`config.mk`:
```
export PLATFORM = sky130hd
export DESIGN_NAME = axi4_burst_master_flat
export DESIGN_NICKNAME = d
export VERILOG_FILES = /design/src/rtl/axi4_burst_master_if.sv /design/src/rtl/axi4_burst_master.sv /design/src/flat_wrapper.sv
export SDC_FILE = /design/constraint.sdc
export NUM_CORES = 1
export LEC_CHECK = 0
export CORE_MARGIN = 8
export CORE_UTILIZATION = 33
export CTS_BUF_LIST = sky130_fd_sc_hd__clkbuf_8
export DETAILED_ROUTE_END_ITERATION = 10
export PLACE_DENSITY = 0.85
export SYNTH_ARGS = -nofsm -noshare
export SYNTH_HDL_FRONTEND = slang
export SYNTH_SLANG_ARGS = --single-unit
```
`constraint.sdc`:
```
create_clock -name aclk -period 1.97 [get_ports aclk]
set_input_delay 0.394 -clock aclk [delete_from_list [all_inputs] [get_ports aclk]]
set_output_delay 0.394 -clock aclk [all_outputs]
set_load 0.01 [all_outputs]
```
`src/rtl/axi4_burst_master_if.sv`:
```
// Bundles the command, write-stream, read-stream, status and AXI4 master channels of axi4_burst_master.
// The master modport is the burst engine's view; the slave modport is the view of whatever drives and consumes it.
interface axi4_burst_master_if #(
  parameter int ADDR_WIDTH = 32,
  parameter int DATA_WIDTH = 32,
  parameter int ID_WIDTH   = 4
);
  logic                    cmd_valid;
  logic                    cmd_ready;
  logic                    cmd_write;
  logic [ADDR_WIDTH-1:0]   cmd_addr;
  logic [7:0]              cmd_len;

  logic [DATA_WIDTH-1:0]   wr_data;
  logic [DATA_WIDTH/8-1:0] wr_strb;
  logic                    wr_valid;
  logic                    wr_ready;

  logic [DATA_WIDTH-1:0]   rd_data;
  logic                    rd_last;
  logic                    rd_valid;
  logic                    rd_ready;

  logic                    sts_valid;
  logic [1:0]              sts_resp;

  logic [ID_WIDTH-1:0]     m_axi_awid;
  logic [ADDR_WIDTH-1:0]   m_axi_awaddr;
  logic [7:0]              m_axi_awlen;
  logic [2:0]              m_axi_awsize;
  logic [1:0]              m_axi_awburst;
  logic                    m_axi_awvalid;
  logic                    m_axi_awready;

  logic [DATA_WIDTH-1:0]   m_axi_wdata;
  logic [DATA_WIDTH/8-1:0] m_axi_wstrb;
  logic                    m_axi_wlast;
  logic                    m_axi_wvalid;
  logic                    m_axi_wready;

  logic [ID_WIDTH-1:0]     m_axi_bid;
  logic [1:0]              m_axi_bresp;
  logic                    m_axi_bvalid;
  logic                    m_axi_bready;

  logic [ID_WIDTH-1:0]     m_axi_arid;
  logic [ADDR_WIDTH-1:0]   m_axi_araddr;
  logic [7:0]              m_axi_arlen;
  logic [2:0]              m_axi_arsize;
  logic [1:0]              m_axi_arburst;
  logic                    m_axi_arvalid;
  logic                    m_axi_arready;

  logic [ID_WIDTH-1:0]     m_axi_rid;
  logic [DATA_WIDTH-1:0]   m_axi_rdata;
  logic [1:0]              m_axi_rresp;
  logic                    m_axi_rlast;
  logic                    m_axi_rvalid;
  logic                    m_axi_rready;

  modport master (
    input  cmd_valid, cmd_write, cmd_addr, cmd_len,
    output cmd_ready,
    input  wr_data, wr_strb, wr_valid,
    output wr_ready,
    output rd_data, rd_last, rd_valid,
    input  rd_ready,
    output sts_valid, sts_resp,
    output m_axi_awid, m_axi_awaddr, m_axi_awlen, m_axi_awsize, m_axi_awburst, m_axi_awvalid,
    input  m_axi_awready,
    output m_axi_wdata, m_axi_wstrb, m_axi_wlast, m_axi_wvalid,
    input  m_axi_wready,
    input  m_axi_bid, m_axi_bresp, m_axi_bvalid,
    output m_axi_bready,
    output m_axi_arid, m_axi_araddr, m_axi_arlen, m_axi_arsize, m_axi_arburst, m_axi_arvalid,
    input  m_axi_arready,
    input  m_axi_rid, m_axi_rdata, m_axi_rresp, m_axi_rlast, m_axi_rvalid,
    output m_axi_rready
  );

  modport slave (
    output cmd_valid, cmd_write, cmd_addr, cmd_len,
    input  cmd_ready,
    output wr_data, wr_strb, wr_valid,
    input  wr_ready,
    input  rd_data, rd_last, rd_valid,
    output rd_ready,
    input  sts_valid, sts_resp,
    input  m_axi_awid, m_axi_awaddr, m_axi_awlen, m_axi_awsize, m_axi_awburst, m_axi_awvalid,
    output m_axi_awready,
    input  m_axi_wdata, m_axi_wstrb, m_axi_wlast, m_axi_wvalid,
    output m_axi_wready,
    output m_axi_bid, m_axi_bresp, m_axi_bvalid,
    input  m_axi_bready,
    input  m_axi_arid, m_axi_araddr, m_axi_arlen, m_axi_arsize, m_axi_arburst, m_axi_arvalid,
    output m_axi_arready,
    output m_axi_rid, m_axi_rdata, m_axi_rresp, m_axi_rlast, m_axi_rvalid,
    input  m_axi_rready
  );
endinterface

```
`src/rtl/axi4_burst_master.sv`:
```
// Single-outstanding AXI4 INCR burst initiator; address phase issues the cycle after command accept.
// Write/read data are zero-latency pass-throughs, so stream backpressure maps directly onto WREADY/RREADY.
module axi4_burst_master #(
  parameter int ADDR_WIDTH = 32,
  parameter int DATA_WIDTH = 32,
  parameter int ID_WIDTH   = 4,
  parameter int AXI_ID     = 0
) (
  input  logic                aclk,
  input  logic                areset,
  axi4_burst_master_if.master bus
);

  localparam logic [2:0] ST_IDLE = 3'd0;
  localparam logic [2:0] ST_AW   = 3'd1;
  localparam logic [2:0] ST_W    = 3'd2;
  localparam logic [2:0] ST_B    = 3'd3;
  localparam logic [2:0] ST_AR   = 3'd4;
  localparam logic [2:0] ST_R    = 3'd5;
  localparam logic [2:0] ST_DONE = 3'd6;

  localparam logic [2:0]          AXSIZE     = 3'($clog2(DATA_WIDTH / 8));
  localparam logic [1:0]          BURST_INCR = 2'b01;
  localparam logic [ID_WIDTH-1:0] AXID       = ID_WIDTH'(AXI_ID);

  logic [2:0]            state;
  logic [2:0]            state_nxt;
  logic [ADDR_WIDTH-1:0] addr_q;
  logic [7:0]            len_q;
  logic [7:0]            cnt_q;
  logic [1:0]            accum_q;

  logic accept;
  logic w_hs;
  logic w_last_hs;
  logic r_hs;
  logic b_hs;

  assign accept    = bus.cmd_valid && bus.cmd_ready;
  assign w_hs      = bus.m_axi_wvalid && bus.m_axi_wready;
  assign w_last_hs = w_hs && (cnt_q == len_q);
  assign r_hs      = bus.m_axi_rvalid && bus.m_axi_rready;
  assign b_hs      = bus.m_axi_bvalid && bus.m_axi_bready;

  // Gating with areset keeps cmd_ready low while reset is held, not just after it.
  assign bus.cmd_ready = (state == ST_IDLE) && !areset;

  assign bus.m_axi_awid    = AXID;
  assign bus.m_axi_awaddr  = addr_q;
  assign bus.m_axi_awlen   = len_q;
  assign bus.m_axi_awsize  = AXSIZE;
  assign bus.m_axi_awburst = BURST_INCR;
  assign bus.m_axi_awvalid = (state == ST_AW);

  assign bus.m_axi_wdata  = bus.wr_data;
  assign bus.m_axi_wstrb  = bus.wr_strb;
  assign bus.m_axi_wvalid = (state == ST_W) && bus.wr_valid;
  assign bus.m_axi_wlast  = (state == ST_W) && (cnt_q == len_q);
  assign bus.wr_ready     = (state == ST_W) && bus.m_axi_wready;

  assign bus.m_axi_bready = (state == ST_B);

  assign bus.m_axi_arid    = AXID;
  assign bus.m_axi_araddr  = addr_q;
  assign bus.m_axi_arlen   = len_q;
  assign bus.m_axi_arsize  = AXSIZE;
  assign bus.m_axi_arburst = BURST_INCR;
  assign bus.m_axi_arvalid = (state == ST_AR);

  assign bus.m_axi_rready = (state == ST_R) && bus.rd_ready;
  assign bus.rd_valid     = (state == ST_R) && bus.m_axi_rvalid;
  assign bus.rd_data      = bus.m_axi_rdata;
  assign bus.rd_last      = (state == ST_R) && bus.m_axi_rlast;

  assign bus.sts_valid = (state == ST_DONE);
  assign bus.sts_resp  = accum_q;

  always_comb begin
    state_nxt = state;
    case (state)
      ST_IDLE: if (accept) state_nxt = bus.cmd_write ? ST_AW : ST_AR;
      ST_AW:   if (bus.m_axi_awready) state_nxt = ST_W;
      ST_W:    if (w_last_hs) state_nxt = ST_B;
      ST_B:    if (b_hs) state_nxt = ST_DONE;
      ST_AR:   if (bus.m_axi_arready) state_nxt = ST_R;
      // rlast ends the burst regardless of how many beats actually arrived
      ST_R:    if (r_hs && bus.m_axi_rlast) state_nxt = ST_DONE;
      ST_DONE: state_nxt = ST_IDLE;
      default: state_nxt = ST_IDLE;
    endcase
  end

  always_ff @(posedge aclk or posedge areset) begin
    if (areset) begin
      state   <= ST_IDLE;
      addr_q  <= '0;
      len_q   <= '0;
      cnt_q   <= '0;
      accum_q <= '0;
    end else begin
      state <= state_nxt;
      if (accept) begin
        addr_q  <= bus.cmd_addr;
        len_q   <= bus.cmd_len;
        cnt_q   <= '0;
        accum_q <= 2'b00;
      end
      if (w_hs) cnt_q <= cnt_q + 8'd1;
      if (b_hs) accum_q <= bus.m_axi_bresp;
      // Response codes are ordered by severity, so a numeric max keeps the worst one.
      if (r_hs && (bus.m_axi_rresp > accum_q)) accum_q <= bus.m_axi_rresp;
    end
  end

  a_aw_stable: assert property (@(posedge aclk) disable iff (areset)
    (bus.m_axi_awvalid && !bus.m_axi_awready) |=> (bus.m_axi_awvalid && $stable(bus.m_axi_awaddr)));

  a_ar_stable: assert property (@(posedge aclk) disable iff (areset)
    (bus.m_axi_arvalid && !bus.m_axi_arready) |=> (bus.m_axi_arvalid && $stable(bus.m_axi_araddr)));

endmodule
```
`src/flat_wrapper.sv`:
```
// flat-port wrapper written by rule: the top's interface ports become plain ports
module axi4_burst_master_flat 
#(
  parameter int ADDR_WIDTH = 32,
  parameter int DATA_WIDTH = 32,
  parameter int ID_WIDTH   = 4,
  parameter int AXI_ID     = 0
)
  (aclk, areset, bus_cmd_valid, bus_cmd_write, bus_cmd_addr, bus_cmd_len, bus_cmd_ready, bus_wr_data, bus_wr_strb, bus_wr_valid, bus_wr_ready, bus_rd_data, bus_rd_last, bus_rd_valid, bus_rd_ready, bus_sts_valid, bus_sts_resp, bus_m_axi_awid, bus_m_axi_awaddr, bus_m_axi_awlen, bus_m_axi_awsize, bus_m_axi_awburst, bus_m_axi_awvalid, bus_m_axi_awready, bus_m_axi_wdata, bus_m_axi_wstrb, bus_m_axi_wlast, bus_m_axi_wvalid, bus_m_axi_wready, bus_m_axi_bid, bus_m_axi_bresp, bus_m_axi_bvalid, bus_m_axi_bready, bus_m_axi_arid, bus_m_axi_araddr, bus_m_axi_arlen, bus_m_axi_arsize, bus_m_axi_arburst, bus_m_axi_arvalid, bus_m_axi_arready, bus_m_axi_rid, bus_m_axi_rdata, bus_m_axi_rresp, bus_m_axi_rlast, bus_m_axi_rvalid, bus_m_axi_rready);
  axi4_burst_master_if #(.ADDR_WIDTH(ADDR_WIDTH), .DATA_WIDTH(DATA_WIDTH), .ID_WIDTH(ID_WIDTH)) bus_i ();
  input  logic aclk;
  input  logic areset;
  input wire logic [$bits(bus_i.cmd_valid)-1:0] bus_cmd_valid;
  input wire logic [$bits(bus_i.cmd_write)-1:0] bus_cmd_write;
  input wire logic [$bits(bus_i.cmd_addr)-1:0] bus_cmd_addr;
  input wire logic [$bits(bus_i.cmd_len)-1:0] bus_cmd_len;
  output wire logic [$bits(bus_i.cmd_ready)-1:0] bus_cmd_ready;
  input wire logic [$bits(bus_i.wr_data)-1:0] bus_wr_data;
  input wire logic [$bits(bus_i.wr_strb)-1:0] bus_wr_strb;
  input wire logic [$bits(bus_i.wr_valid)-1:0] bus_wr_valid;
  output wire logic [$bits(bus_i.wr_ready)-1:0] bus_wr_ready;
  output wire logic [$bits(bus_i.rd_data)-1:0] bus_rd_data;
  output wire logic [$bits(bus_i.rd_last)-1:0] bus_rd_last;
  output wire logic [$bits(bus_i.rd_valid)-1:0] bus_rd_valid;
  input wire logic [$bits(bus_i.rd_ready)-1:0] bus_rd_ready;
  output wire logic [$bits(bus_i.sts_valid)-1:0] bus_sts_valid;
  output wire logic [$bits(bus_i.sts_resp)-1:0] bus_sts_resp;
  output wire logic [$bits(bus_i.m_axi_awid)-1:0] bus_m_axi_awid;
  output wire logic [$bits(bus_i.m_axi_awaddr)-1:0] bus_m_axi_awaddr;
  output wire logic [$bits(bus_i.m_axi_awlen)-1:0] bus_m_axi_awlen;
  output wire logic [$bits(bus_i.m_axi_awsize)-1:0] bus_m_axi_awsize;
  output wire logic [$bits(bus_i.m_axi_awburst)-1:0] bus_m_axi_awburst;
  output wire logic [$bits(bus_i.m_axi_awvalid)-1:0] bus_m_axi_awvalid;
  input wire logic [$bits(bus_i.m_axi_awready)-1:0] bus_m_axi_awready;
  output wire logic [$bits(bus_i.m_axi_wdata)-1:0] bus_m_axi_wdata;
  output wire logic [$bits(bus_i.m_axi_wstrb)-1:0] bus_m_axi_wstrb;
  output wire logic [$bits(bus_i.m_axi_wlast)-1:0] bus_m_axi_wlast;
  output wire logic [$bits(bus_i.m_axi_wvalid)-1:0] bus_m_axi_wvalid;
  input wire logic [$bits(bus_i.m_axi_wready)-1:0] bus_m_axi_wready;
  input wire logic [$bits(bus_i.m_axi_bid)-1:0] bus_m_axi_bid;
  input wire logic [$bits(bus_i.m_axi_bresp)-1:0] bus_m_axi_bresp;
  input wire logic [$bits(bus_i.m_axi_bvalid)-1:0] bus_m_axi_bvalid;
  output wire logic [$bits(bus_i.m_axi_bready)-1:0] bus_m_axi_bready;
  output wire logic [$bits(bus_i.m_axi_arid)-1:0] bus_m_axi_arid;
  output wire logic [$bits(bus_i.m_axi_araddr)-1:0] bus_m_axi_araddr;
  output wire logic [$bits(bus_i.m_axi_arlen)-1:0] bus_m_axi_arlen;
  output wire logic [$bits(bus_i.m_axi_arsize)-1:0] bus_m_axi_arsize;
  output wire logic [$bits(bus_i.m_axi_arburst)-1:0] bus_m_axi_arburst;
  output wire logic [$bits(bus_i.m_axi_arvalid)-1:0] bus_m_axi_arvalid;
  input wire logic [$bits(bus_i.m_axi_arready)-1:0] bus_m_axi_arready;
  input wire logic [$bits(bus_i.m_axi_rid)-1:0] bus_m_axi_rid;
  input wire logic [$bits(bus_i.m_axi_rdata)-1:0] bus_m_axi_rdata;
  input wire logic [$bits(bus_i.m_axi_rresp)-1:0] bus_m_axi_rresp;
  input wire logic [$bits(bus_i.m_axi_rlast)-1:0] bus_m_axi_rlast;
  input wire logic [$bits(bus_i.m_axi_rvalid)-1:0] bus_m_axi_rvalid;
  output wire logic [$bits(bus_i.m_axi_rready)-1:0] bus_m_axi_rready;
  assign bus_i.cmd_valid = bus_cmd_valid;
  assign bus_i.cmd_write = bus_cmd_write;
  assign bus_i.cmd_addr = bus_cmd_addr;
  assign bus_i.cmd_len = bus_cmd_len;
  assign bus_cmd_ready = bus_i.cmd_ready;
  assign bus_i.wr_data = bus_wr_data;
  assign bus_i.wr_strb = bus_wr_strb;
  assign bus_i.wr_valid = bus_wr_valid;
  assign bus_wr_ready = bus_i.wr_ready;
  assign bus_rd_data = bus_i.rd_data;
  assign bus_rd_last = bus_i.rd_last;
  assign bus_rd_valid = bus_i.rd_valid;
  assign bus_i.rd_ready = bus_rd_ready;
  assign bus_sts_valid = bus_i.sts_valid;
  assign bus_sts_resp = bus_i.sts_resp;
  assign bus_m_axi_awid = bus_i.m_axi_awid;
  assign bus_m_axi_awaddr = bus_i.m_axi_awaddr;
  assign bus_m_axi_awlen = bus_i.m_axi_awlen;
  assign bus_m_axi_awsize = bus_i.m_axi_awsize;
  assign bus_m_axi_awburst = bus_i.m_axi_awburst;
  assign bus_m_axi_awvalid = bus_i.m_axi_awvalid;
  assign bus_i.m_axi_awready = bus_m_axi_awready;
  assign bus_m_axi_wdata = bus_i.m_axi_wdata;
  assign bus_m_axi_wstrb = bus_i.m_axi_wstrb;
  assign bus_m_axi_wlast = bus_i.m_axi_wlast;
  assign bus_m_axi_wvalid = bus_i.m_axi_wvalid;
  assign bus_i.m_axi_wready = bus_m_axi_wready;
  assign bus_i.m_axi_bid = bus_m_axi_bid;
  assign bus_i.m_axi_bresp = bus_m_axi_bresp;
  assign bus_i.m_axi_bvalid = bus_m_axi_bvalid;
  assign bus_m_axi_bready = bus_i.m_axi_bready;
  assign bus_m_axi_arid = bus_i.m_axi_arid;
  assign bus_m_axi_araddr = bus_i.m_axi_araddr;
  assign bus_m_axi_arlen = bus_i.m_axi_arlen;
  assign bus_m_axi_arsize = bus_i.m_axi_arsize;
  assign bus_m_axi_arburst = bus_i.m_axi_arburst;
  assign bus_m_axi_arvalid = bus_i.m_axi_arvalid;
  assign bus_i.m_axi_arready = bus_m_axi_arready;
  assign bus_i.m_axi_rid = bus_m_axi_rid;
  assign bus_i.m_axi_rdata = bus_m_axi_rdata;
  assign bus_i.m_axi_rresp = bus_m_axi_rresp;
  assign bus_i.m_axi_rlast = bus_m_axi_rlast;
  assign bus_i.m_axi_rvalid = bus_m_axi_rvalid;
  assign bus_m_axi_rready = bus_i.m_axi_rready;
  axi4_burst_master #(.ADDR_WIDTH(ADDR_WIDTH), .DATA_WIDTH(DATA_WIDTH), .ID_WIDTH(ID_WIDTH), .AXI_ID(AXI_ID)) u_core (.aclk(aclk), .areset(areset), .bus(bus_i));
endmodule
```
; ---- Yosys cells after proc, flatten, opt, wreduce, memory -nomap -nowiden
; Cells that the tools add are included.
[word_totals]
regBits = 53
input_bits = 132
elab_cells = 52
[classes]
addsub = 1
magnitude_cmp = 1
eq_ne = 13
muxes = 13
n_reduce_logical = 19
[op_table]
columns = operator, n
row1 = $mux 3, 7
row2 = $pmux 3 s6, 1
row3 = $mux 8, 2
row4 = $logic_and 1x1->1, 14
row5 = $eq 3x3->1 const B, 3
row6 = $add 8x1->8 const B, 1
row7 = $eq 8x8->1, 1
row8 = $ne 2x1->1 const B, 4
row9 = $eq 3x2->1 const B, 2
row10 = $mux 2, 3
row11 = $reduce_and 6->1, 1
row12 = $ne 2x2->1 const B, 2
row13 = $eq 3x1->1 const B, 1
row14 = $logic_not 3->1, 1
row15 = $reduce_bool 3->1, 1
row16 = $gt 2x2->1, 1
row17 = $reduce_bool 2->1, 1
row18 = $logic_not 1->1, 1

; ---- Depth between registers and ports, before layout
; Gate-level depths: netlist (run 1).
[logic_depth]
word_depth = 6
ltp_mapped = 6
ltp_nobuf = 6

; ---- Worst setup path before layout (run 1)
; Ideal clock, no wire load.
[synth_timing]
kind = flip-flop to output port
startpoint = register u_core.cnt_q[2]
endpoint = output bus_m_axi_wlast
arrival_time_ns = 1.439
path_slack_ns = 0.137
path_stages_with_launch = 5
path_buffers = 0
path_cell_list = dfrtp_1 > xor2_1 > nor4_1 > nand2_1 > nor4b_1
[synth_between]
elab_chain_cells = 2
[synth_lines]
columns = item, line
row1 = "start, declared", axi4_burst_master.sv:30  ; logic [7:0] cnt_q;
row2 = "start signal, assigned", axi4_burst_master.sv:108  ; if (w_hs) cnt_q <= cnt_q + 8'd1;
row3 = $eq 8x8->1, axi4_burst_master.sv:58  ; assign bus.m_axi_wlast = (state == ST_W) && (cnt_q == len_q);
row4 = $logic_and 1x1->1, axi4_burst_master.sv:58
row5 = "end, declared", flat_wrapper.sv:37  ; output wire logic [$bits(bus_i.m_axi_wlast)-1:0] bus_m_axi_wlast;
; Every way passes these cells.

; ---- Worst setup path in the final report (run 1)
; Ends and elaborated chain as after synthesis.

==> results of run 1 <==
metal layers:
| metal | GRT usage | vias up |
|---|---|---|
| met3 | 0.0550 | 25 |
| met2 | 0.229 | 133 |
| met5 | 0 | - |
| met4 | 0.0398 | 0 |
| li1 | - | 1077 |
| met1 | 0.121 | 1132 |
final cells by class:
| cell class | count | area share |
|---|---|---|
| clock buffers | 6 | 0.0174 |
| well taps | 140 | 0.0368 |
| clock inverters | 2 | 0.00710 |
| repair buffers | 190 | 0.386 |
| inverters | 6 | 0.00473 |
| flip-flops and latches | 53 | 0.280 |
| multi-input cells | 141 | 0.268 |
placed cells by master (no fill, tap or decap), drive strengths merged, types with 2 or more instances in the layout:
cell / n
a22o: 2
nand3: 7
nor4: 3
nand2b: 2
o221ai: 2
mux2: 41
and2: 2
xor2: 10
a21oi: 5
and4: 2
nor2b: 6
buf: 42
dfrtp: 53
mux2i: 2
clkdlybuf4s50: 138
and3: 5
inv: 7
conb: 18
o21ai: 5
dlygate4sd2: 7
nor2: 4
nand2: 6
clkbuf: 8
ha: 3
nand4: 3
how the worst max path moves through the flow:
stage	end	slack, ps	cells after the start	start
finish	bus_m_axi_wlast	-220	6	u_core.cnt_q[2]$_DFFE_PP0P_
global route	bus_m_axi_wlast	-310	6	u_core.cnt_q[2]$_DFFE_PP0P_
CTS	bus_m_axi_wlast	-250	6	u_core.cnt_q[6]$_DFFE_PP0P_
detailed placement	bus_m_axi_wlast	-450	6	u_core.cnt_q[2]$_DFFE_PP0P_
global placement	bus_m_axi_wlast	-410	6	u_core.cnt_q[2]$_DFFE_PP0P_
floorplan	bus_m_axi_wlast	140	4	u_core.cnt_q[2]$_DFFE_PP0P_
logic make-up after synthesis:
| kind of cell | after synthesis |
|---|---|
| AO/OA/AOI/OAI | 20 |
| XOR/XNOR | 10 |
| adder cells (fa/ha/maj) | 3 |
| buffers and inverters | 140 |
| flip-flops | 53 |
| multiplexers | 43 |
| other | 2 |
| AND/OR/NAND/NOR | 47 |
power by group:
| group | total, W | switching, W | leakage [nW] | internal, W |
|---|---|---|---|---|
| Sequential | 0.00203 | 0.000436 | 0.648 | 0.00159 |
| Combinational | 0.00441 | 0.00163 | 1.57 | 0.00278 |
| Clock | 0.000776 | 0.000366 | 0.0626 | 0.000410 |
registers in the layout, summed over array words and instances (netlist names):
name,count
u_core.cnt_q,8
u_core.bus.sts_resp,2
u_core.state,3
u_core.bus.m_axi_arlen,8
u_core.bus.m_axi_araddr,32
per-stage QoR:
step	hold slack, ps	util	power (W)	area [sq um]	worst slack [ps]
4_1_cts	548	0.445	0.00727	4740	-252
3_3_place_gp	514	0.425	0.00615	4530	-414
3_5_place_dp	525	0.425	0.00627	4530	-449
6_report	545	0.447	0.00721	4760	-216
5_1_grt	565	0.447	0.00765	4760	-312
2_1_floorplan	465	-	0.00446	3610	137
what timing repair did:
item                       4_1_cts  5_1_grt
setup buffers                   10        3
gates resized for setup         22        4
pin swaps                        1        1
setup endpoints to repair       11        4
==> out/metrics.cfg, run 1 <==
[detailed_routing]
dr.first_iter.drc_count = 83
dr.pass1.iters = 4
wl_um = 9330
met3_length_um = 956
wl_met2_um = 4820
drtAntennaViolNets = 0
routed_via_density = 4.40
drc_errors = 0
routedWlPerCell_um = 17.3
via_count = 2367
drt-met1-wl_um = 3380
topRoutingLayerUsed = met4

[synth]
synth_top_family_by_area = buffers and inverters
synth_seq_cells = 53
synth_area_leader_cell = dfrtp_1
synthSimpleGateAreaFrac = 0.0874
synth_edf_count = 0
avgSynthCellArea_sq_um = 11.2
syn_area_sq_mm = 0.00355
synth_area_leaders = dfrtp_1 37%, buf_4 27%, mux2_4 16%, xor2_1 2.5%, buf_6 1.3%
synth_cell_types = 41
synthAdderAreaFrac = 0.0106
ys_seq_area_frac = 0.374
yosysWarnings = 0
synth_flop_cell = dfrtp_1
post-synth-top-count-cell = buf_4
synthXorXnorAreaFrac = 0.0247
synth_common_cells = 126 x buf_4, 53 x dfrtp_1, 37 x mux2_4
synthArstFlopShare = 1.00
syn_inst = 318
synth_top_area_share = 0.374
synth_compound_area_frac = 0.0367
synth_mux_area_frac = 0.175

[cts]
cts_tree = built
clock_path_buffers = 2
clk_latency_ps = 300
numClockSinks = 53
cts_hold_buf = 0
clk_pin_slew_ps = 100
cts_buffers = 5
cts.htree.levels = 2
cts_root_buffer = clkbuf_8

[power]
p_per_area_mw_per_mm2 = 1520
peakVddDrop_uv = 704
leakage_nw = 2.28

[worst_setup_path]
reg2reg_slack_ps = 130
cp_num_buf_inv = 2
cp_max_fo = 2
worstSetupEndpointType = output pin
crit_family = simple AND/OR/NAND/NOR gates
slowest_delay_ps = 410
cp.arrival_ps = 1790
critical_path_class = reg -> out
crit_chain = xor2_1 -> nor4_2 -> buf_4 -> nand2_2 -> nor4b_2 -> buf_2
ff2ff_path_depth = 6
slowest_stage = dfrtp_1
required_ps = 1580
worstReg2RegEnd = u_core.bus.m_axi_araddr[13]$_DFFE_PP0P_
r2r-start = u_core.state[0]$_DFFE_PP0P_
crit_path_start_kind = flip-flop

[sta]
finalCritPeriodShare = 1.11
maxSlewViolCount = 0
fin_skew_ps = 4.46
hold_viol = 0
fin_crit_ps = 2190
fmax_mhz = 457
setup_viol = 1
finalSetupTns_ps = -216
timing.final.ws_setup_ps = -216
rsz0062_at_grt = true

[grt]
grt.total_usage = 0.124
grt_pass1_wl_um = 14500
first_global_vias = 2695
grt_overflow_total = 0
antenna_found_initial = 0
grt_max_degree = 54

[floorplan]
core_sq_mm = 0.0107
start_util = 0.333
die_w_um = 120
die_area_sq_mm = 0.0143
die_height_um = 120
num_io_pins = 311
floorplan.rows = 38

[finish]
drive_gt1_frac = 0.259
nFillCells = 1013
final-instance-count-excl-fill = 538
seq_area_sq_mm = 0.00133
antenna_cells = 0
final_nets = 532
area_growth_syn_to_layout_pct = 34.0
multiInputGateArea_sq_mm = 0.00127

[outcome]
violations = negative setup slack
status = complete, but fails checks

[placed_design]
portBuffers = 148
dp_cells = 517
post-dp-hpwl_um = 7310
gp_congestion = 0.796

[worst_hold_path]
holdCritStartpoint = u_core.bus.m_axi_araddr[5]$_DFFE_PP0P_
hold_path_class = reg -> reg
hold_depth = 1
hold_end = u_core.bus.m_axi_araddr[5]$_DFFE_PP0P_

[job]
drv_cap = 0

No activity file was read; power rests on OpenSTA's default activity.
==> inputs of run 2 (changes only) <==
- CORE_AREA: default -> 3 3 121 123
- CORE_MARGIN: 8 -> default
- CORE_UTILIZATION: 33 -> default
- DIE_AREA: default -> 0 0 124 126
- PLACE_DENSITY: 0.85 -> 0.69
==> out/metrics.cfg, run 2 (same netlist as run 1, synthesis figures left out) <==
[outcome]
status = complete, but fails checks
violations = negative setup slack

[finish]
largest_reg_flops = 32
final_nets = 542
final_common_cell = clkdlybuf4s50_1
antenna_cells = 0
drive_gt1_frac = 0.277
mostFrequentLayoutCells = 137 x clkdlybuf4s50_1, 50 x dfrtp_1, 42 x buf_4, 37 x mux2_4, 18 x conb_1
area_growth_syn_to_layout_pct = 37.3

[sta]
finalSetupTns_ps = -196
timing.final.ws_setup_ps = -196
fin_skew_ps = 6.72
maxSlewViolCount = 0
fmax_mhz = 462
setup_viol = 1
fin_crit_ps = 2170
hold_viol = 0
finalCritPeriodShare = 1.10
rsz0062_at_grt = true

[cts]
cts_hold_buf = 0
cts_buffers = 5
numClockSinks = 53
cts.htree.levels = 2
clk_pin_slew_ps = 100
cts_root_buffer = clkbuf_8
clock_path_buffers = 2
cts_tree = built
clk_latency_ps = 300

[worst_setup_path]
cp.arrival_ps = 1770
required_ps = 1580
cp_max_fo = 2
critical_path_class = reg -> out
worstSetupEndpointType = output pin
crit_path_start_kind = flip-flop

[worst_hold_path]
hold_path_class = reg -> reg

[grt]
grt_max_degree = 54
antenna_found_initial = 0
grt.total_usage = 0.108
grt_overflow_total = 0
grt_pass1_wl_um = 13400
first_global_vias = 2569

[detailed_routing]
dr.pass1.iters = 4
met3_length_um = 784
routedWlPerCell_um = 15.2
drtAntennaViolNets = 0
routed_via_density = 4.11
topRoutingLayerUsed = met4
dr.first_iter.drc_count = 77
wl_met2_um = 4680
via_count = 2417
drc_errors = 0
wl_um = 8960
drt-met1-wl_um = 3270

[placed_design]
dp_worst_setup_slack_ps = -403
gp_congestion = 0.763
portBuffers = 148
post-dp-hpwl_um = 6620

[floorplan]
floorplan.rows = 43
die_height_um = 126
start_util = 0.258
num_io_pins = 311
core_sq_mm = 0.0138
die_area_sq_mm = 0.0156
die_w_um = 124

[power]
peakVddDrop_uv = 650
leakage_nw = 2.31
p_per_area_mw_per_mm2 = 1450

[job]
drv_cap = 0

[run 2: timing repair]
item,CTS,global route
pin swaps,2,2
gates resized for setup,30,3
cloned,0,3
endpoints found under the setup margin,11,34
hold endpoints to repair,0,0
buffers inserted,12,4
[run 2: metal layers]
metal  vias up  track usage
met5         -            0
li1       1102            -
met1      1154        0.115
met2       125        0.196
met4         0       0.0425
met3        36       0.0310
[run 2: stage by stage]
step | total power [W] | hold slack, ps | cells | util | instance area (sq um)
after floorplan | 0.00446 | 465 | 334 | - | 3610
after global placement | 0.00614 | 515 | 561 | 0.334 | 4590
after detailed placement | 0.00623 | 521 | 561 | 0.334 | 4590
after CTS | 0.00708 | 555 | 581 | 0.346 | 4760
after global routing | 0.00758 | 572 | 588 | 0.354 | 4870
final | 0.00708 | 548 | 588 | 0.354 | 4870
[run 2: path summary, 6_finish.rpt]
path                                                         from                                      to  slack (ps)  cells past startpoint
max                                   u_core.cnt_q[3]$_DFFE_PP0P_                         bus_m_axi_wlast        -200                      6
max reg2reg                           u_core.state[1]$_DFFE_PP0P_  u_core.bus.m_axi_araddr[7]$_DFFE_PP0P_          90                      7
min in group asynchronous                                  areset             u_core.state[0]$_DFFE_PP0P_         670                      4
min reg2reg                u_core.bus.m_axi_araddr[7]$_DFFE_PP0P_  u_core.bus.m_axi_araddr[7]$_DFFE_PP0P_         550                      1
min                        u_core.bus.m_axi_araddr[7]$_DFFE_PP0P_  u_core.bus.m_axi_araddr[7]$_DFFE_PP0P_         550                      1
max in group asynchronous                                  areset             u_core.cnt_q[1]$_DFFE_PP0P_        1050                      4
[run 2: report_power, final]
part           leakage (nW)  switching (W)  internal, W
Clock                0.0497       0.000360     0.000249
Combinational          1.61        0.00161      0.00285
Sequential            0.648       0.000428      0.00159
[run 2: worst max-delay path, stage by stage, from the launching register on]
cell and delay (ps):
dfrtp_1 410, xor2_1 170, nor4_2 310, buf_4 170, nand2_2 50, nor4b_2 200, buf_2 170
[run 2: area by class of cell]
class	count	area, sq um
flip-flops and latches	53	1330
clock buffers	5	68.8
multi-input cells	141	1280
repair buffers	200	1920
well taps	180	225
fillers	1406	8900
inverters	6	22.5
clock inverters	3	17.5
